### config.mk
export PLATFORM = sky130hd
export DESIGN_NAME = mdu_divider
export DESIGN_NICKNAME = d
export VERILOG_FILES = /design/src/rtl/mdu_divider.sv
export SDC_FILE = /design/constraint.sdc
export NUM_CORES = 1
export LEC_CHECK = 0
export ABC_CLOCK_PERIOD_IN_PS = 4200
export BUFFER_PORTS_ARGS = -buffer_cell sky130_fd_sc_hd__buf_2
export CORE_MARGIN = 2
export CORE_UTILIZATION = 55
export CTS_CLUSTER_SIZE = 30
export DETAILED_ROUTE_END_ITERATION = 8
export GPL_TIMING_DRIVEN = 1
export PLACE_DENSITY = 0.76
export SYNTH_ARGS = -nofsm -noshare
export SYNTH_HDL_FRONTEND = slang
export SYNTH_SLANG_ARGS = --single-unit
### constraint.sdc
create_clock -name clk -period 4.2 [get_ports clk]
set_input_delay 0.42 -clock clk [delete_from_list [all_inputs] [get_ports clk]]
set_output_delay 0.42 -clock clk [all_outputs]
set_load 0.01 [all_outputs]
### src/rtl/mdu_divider.sv
// Iterative restoring radix-2 divider for DIV/DIVU: quotient to lo, remainder to hi.
// Optional macro DIV_ZERO_FAST_EN: a zero divisor skips the iteration loop.
module mdu_divider #(
  parameter int WIDTH = 32
) (
  input  logic             clk,
  input  logic             rst_n,
  input  logic             start,
  input  logic [5:0]       alu_control,
  input  logic [WIDTH-1:0] a,
  input  logic [WIDTH-1:0] b,
  output logic [WIDTH-1:0] hi,
  output logic [WIDTH-1:0] lo,
  output logic             busy,
  output logic             done,
  output logic             div_by_zero
);

  localparam int CW = $clog2(WIDTH);
  localparam logic [5:0] OP_DIV  = 6'b011010;
  localparam logic [5:0] OP_DIVU = 6'b011011;

  typedef enum logic [1:0] {S_IDLE, S_CALC, S_FIX, S_DONE} state_t;

  state_t           r_state;
  state_t           w_next;
  logic [CW-1:0]    r_cnt;
  logic [WIDTH-1:0] r_rem;
  logic [WIDTH-1:0] r_quo;
  logic [WIDTH-1:0] r_div;
  logic [WIDTH-1:0] r_a_raw;
  logic             r_neg_q;
  logic             r_neg_r;
  logic             r_zero;

  logic             w_signed;
  logic             w_accept;
  logic             w_a_neg;
  logic             w_b_neg;
  logic             w_b_zero;
  logic [WIDTH-1:0] w_a_mag;
  logic [WIDTH-1:0] w_b_mag;
  logic [WIDTH:0]   w_shift;
  logic [WIDTH:0]   w_trial;
  logic             w_ge;
  logic [WIDTH-1:0] w_rem_next;
  logic [WIDTH-1:0] w_q_fix;
  logic [WIDTH-1:0] w_r_fix;

  assign w_signed = (alu_control == OP_DIV);
  assign w_accept = (r_state == S_IDLE) && start &&
                    ((alu_control == OP_DIV) || (alu_control == OP_DIVU));
  assign w_a_neg  = w_signed & a[WIDTH-1];
  assign w_b_neg  = w_signed & b[WIDTH-1];
  assign w_b_zero = (b == '0);
  assign w_a_mag  = w_a_neg ? (~a + 1'b1) : a;
  assign w_b_mag  = w_b_neg ? (~b + 1'b1) : b;

  // Shifted partial remainder needs one extra bit since an unsigned divisor may use all WIDTH bits.
  assign w_shift    = {r_rem, r_quo[WIDTH-1]};
  assign w_trial    = w_shift - {1'b0, r_div};
  assign w_ge       = (w_shift >= {1'b0, r_div});
  assign w_rem_next = w_ge ? w_trial[WIDTH-1:0] : w_shift[WIDTH-1:0];

  assign w_q_fix = r_neg_q ? (~r_quo + 1'b1) : r_quo;
  assign w_r_fix = r_neg_r ? (~r_rem + 1'b1) : r_rem;

  always_ff @(posedge clk or negedge rst_n) begin
    if (!rst_n) r_state <= S_IDLE;
    else        r_state <= w_next;
  end

  always_comb begin
    w_next = r_state;
    busy   = 1'b0;
    done   = 1'b0;
    case (r_state)
      S_IDLE: begin
        if (w_accept) begin
`ifdef DIV_ZERO_FAST_EN
          w_next = w_b_zero ? S_FIX : S_CALC;
`else
          w_next = S_CALC;
`endif
        end
      end
      S_CALC: begin
        busy = 1'b1;
        if (r_cnt == '0) w_next = S_FIX;
      end
      S_FIX: begin
        busy   = 1'b1;
        w_next = S_DONE;
      end
      S_DONE: begin
        done   = 1'b1;
        w_next = S_IDLE;
      end
      default: w_next = S_IDLE;
    endcase
  end

  always_ff @(posedge clk or negedge rst_n) begin
    if (!rst_n) begin
      r_cnt       <= '0;
      r_rem       <= '0;
      r_quo       <= '0;
      r_div       <= '0;
      r_a_raw     <= '0;
      r_neg_q     <= 1'b0;
      r_neg_r     <= 1'b0;
      r_zero      <= 1'b0;
      hi          <= '0;
      lo          <= '0;
      div_by_zero <= 1'b0;
    end else begin
      case (r_state)
        S_IDLE: begin
          if (w_accept) begin
            r_cnt       <= CW'(WIDTH - 1);
            r_rem       <= '0;
            r_quo       <= w_a_mag;
            r_div       <= w_b_mag;
            r_a_raw     <= a;
            r_neg_q     <= w_a_neg ^ w_b_neg;
            r_neg_r     <= w_a_neg;
            r_zero      <= w_b_zero;
            div_by_zero <= 1'b0;
          end
        end
        S_CALC: begin
          r_rem <= w_rem_next;
          r_quo <= {r_quo[WIDTH-2:0], w_ge};
          if (r_cnt != '0) r_cnt <= r_cnt - 1'b1;
        end
        S_FIX: begin
          // A zero divisor has architecturally defined results regardless of the datapath.
          if (r_zero) begin
            lo          <= '1;
            hi          <= r_a_raw;
            div_by_zero <= 1'b1;
          end else begin
            lo <= w_q_fix;
            hi <= w_r_fix;
          end
        end
        default: ;
      endcase
    end
  end

endmodule

==> results.cfg <==
[outcome]
status = completed

[final_layout]
nets = 1721
final_core_util_pct = 63.5
drive_gt1_share_pct = 15.3
area_delta_synth_final_pct = 13.6
antenna_cells = 0
instances_no_fill = 1902
stdcell_area_um2 = 14400

[clock_network]
clk_latency_ps = 530
cts_buffer_depth = 3
cts_max_level = 1
clk_pin_slew_ps = 60
cts_made_buffers = 23
holdBufCountCts = 0
cts_root_buf = clkbuf_16
cts_tree = built
cts_sinks = 203

[detailed_routing]
drtIter0Drc = 826
routed_wl_um = 32100
wl_per_cell_um = 16.9
dr_total_vias = 11100
dr.pass1.iters = 5
ant_nets = 0
viasPerCell = 5.82
drc_errors = 0

[synth]
yosys.cell_count.top_type = nand2_1
syn_inst = 1501
ys_ff_latch = 203
async_flop_share_pct = 100
synth_ff_type = dfrtp_1
ys_seq_area_share_pct = 40.1
syn_area_um2 = 12700
synthTopCellsByArea = dfrtp_1, nand2_1, xor2_1, o21ai_0, a21oi_1
yosys_warnings = 0
synth-edff-count = 0
synth_common_cells = nand2_1, dfrtp_1, o21ai_0
netlist.area_leader.share_pct = 40.1
synth_cell_types = 62
syn_avg_cell_area_um2 = 8.44
synth_nets = 1618
synth_area_leader_cell = dfrtp_1

[setup_path]
start_kind = flop
endpoint_kind = flop
reg2reg_to = r_rem[31]$_DFFE_PN0P_
r2r_setup_slack_ps = 450
path_class = reg2reg
crit_required_ps = 4620
reg2regPathDepth = 10
crit_arrival_ps = 4170
worstPathMaxFanout = 7
rr_startpoint = r_rem[5]$_DFFE_PN0P_

[timing]
period_needed_ps = 3750
post-route-period-util_pct = 89.4
tns_ps = 0
timing.fmax_mhz = 266
hold_viol = 0
tightest_slew_ps = 1160
finClkSkew_ps = 18.2
rsz0062_at_grt = false
setup_violations = 0
max_slew_margin_pct = 22.6
slew_viol_final = 0
fin_ws_ps = 447

[pwr]
power.density_nw_per_um2 = 764
vdd_drop_max_uv = 403
p_leak_uw = 0.00638

[hold_path]
hold_path.class = in2async

[run]
max_cap_viol_count = 0

[die]
ios = 140
coreArea_um2 = 22600
dieArea_um2 = 24300
placementRows = 55
fp.dieH_um = 156
start_util_pct = 55.9
die_w_um = 156

[place]
globalplace.congestion = 0.986
io_buffer_count = 139
place_hpwl_um = 23400
pre_cts_ws_ps = 451
dpl_cell_area_um2 = 13600
place_inst = 1864

[grt]
grt_max_degree = 110
grt_remaining_overflow = 0
grt_antenna_before_repair = 0
grt_pass1_vias = 10500
grt_pass1_wl_um = 53300
grt_usage_pct = 26.8
[metal layers]
| metal | part of all wire (%) | routed length (µm) | vias up | track usage (%) |
|---|---|---|---|---|
| li1 | - | - | 5422 | - |
| met1 | 45 | 14600 | 5287 | 37.0 |
| met2 | 47 | 15100 | 307 | 44.9 |
| met3 | 4.8 | 1530 | 63 | 3.11 |
| met4 | 2.8 | 914 | 0 | 7.43 |
| met5 | 0 | 0 | - | 0 |
[worst max-delay path, stage by stage (launching register included)]
cell and delay [ps]:
dfrtp_1 450, ha_1 390, a21oi_1 80, o21ai_0 340, a31oi_1 140, o2bb2ai_1 380
a2111oi_0 290, or3b_2 540, a2111oi_1 460, mux2_2 380, o21ai_0 180
[flip-flops by register name, summed over array words and instances (netlist names)]
name and cells:
r_div 32, lo 32, hi 32, r_state 2, r_neg_r 1, r_zero 1
r_cnt 5, r_a_raw 32, div_by_zero 1, r_neg_q 1, r_rem 32, r_quo 32
[cells by family (layout without fill, tap and decap cells)]
| kind of cell | Yosys count | after routing | share of synthesized area [%] |
|---|---|---|---|
| multiplexers | 52 | 52 | 4.50 |
| adder cells (fa/ha/maj) | 44 | 44 | 4.41 |
| AO/OA/AOI/OAI | 411 | 411 | 19.3 |
| XOR/XNOR | 145 | 145 | 10.0 |
| AND/OR/NAND/NOR | 514 | 514 | 17.7 |
| buffers and inverters | 132 | 248 | 3.97 |
| flip-flops | 203 | 203 | 40.1 |
[final cells by class]
class	count	area, µm²
fill	1920	8260
multi-input combinational	1166	7110
sequential	203	5080
clock buffer	34	687
tap	285	357
clock inverter	4	85.1
inverter	53	199
timing repair buffer	157	865
[stage by stage]
| stage | hold slack (ps) | power (µW) |
|---|---|---|
| 6_report | 0.233 | 11000 |
| 5_1_grt | 91.9 | 11900 |
| 2_1_floorplan | 124 | 7260 |
| 3_3_place_gp | 457 | 8690 |
| 4_1_cts | 60.6 | 10900 |
| 3_5_place_dp | 466 | 8840 |
[how the worst max path moves through the flow]
| stage | slack (ps) | from | to |
|---|---|---|---|
| after floorplan | 930 | r_rem[7]$_DFFE_PN0P_ | hi[31]$_DFFE_PN0P_ |
| after CTS | 400 | r_quo[31]$_DFFE_PN0P_ | r_rem[30]$_DFFE_PN0P_ |
| after global routing | 20 | r_rem[5]$_DFFE_PN0P_ | r_rem[31]$_DFFE_PN0P_ |
| final | 450 | r_rem[5]$_DFFE_PN0P_ | r_rem[31]$_DFFE_PN0P_ |
| after global placement | 630 | r_rem[7]$_DFFE_PN0P_ | r_rem[31]$_DFFE_PN0P_ |
| after detailed placement | 450 | r_quo[31]$_DFFE_PN0P_ | r_rem[30]$_DFFE_PN0P_ |
[where the power goes]
part	internal (µW)	leakage, µW	switching (µW)
clock	1250	0.000380	810
sequential	2690	0.00257	751
combinational	2300	0.00344	3190
[cell usage in the layout, fill, tap and decap left out, types with 17 or more instances in the layout]
cell / n
inv_1: 53
a21o_1: 17
buf_2: 138
ha_1: 41
clkbuf_16: 23
o31ai_1: 34
or3_1: 19
xnor2_1: 49
xor2_1: 96
o21ai_0: 162
mux2_2: 35
nor3_1: 20
dfrtp_1: 202
nor2_1: 117
nand2_1: 274
a21oi_1: 121
[timing repair]
action,CTS,global route
endpoints found under the hold margin,0,0
resized for setup,0,2
buffers inserted,0,0
setup endpoints to repair,0,2
(Power assumes the default switching activity.)
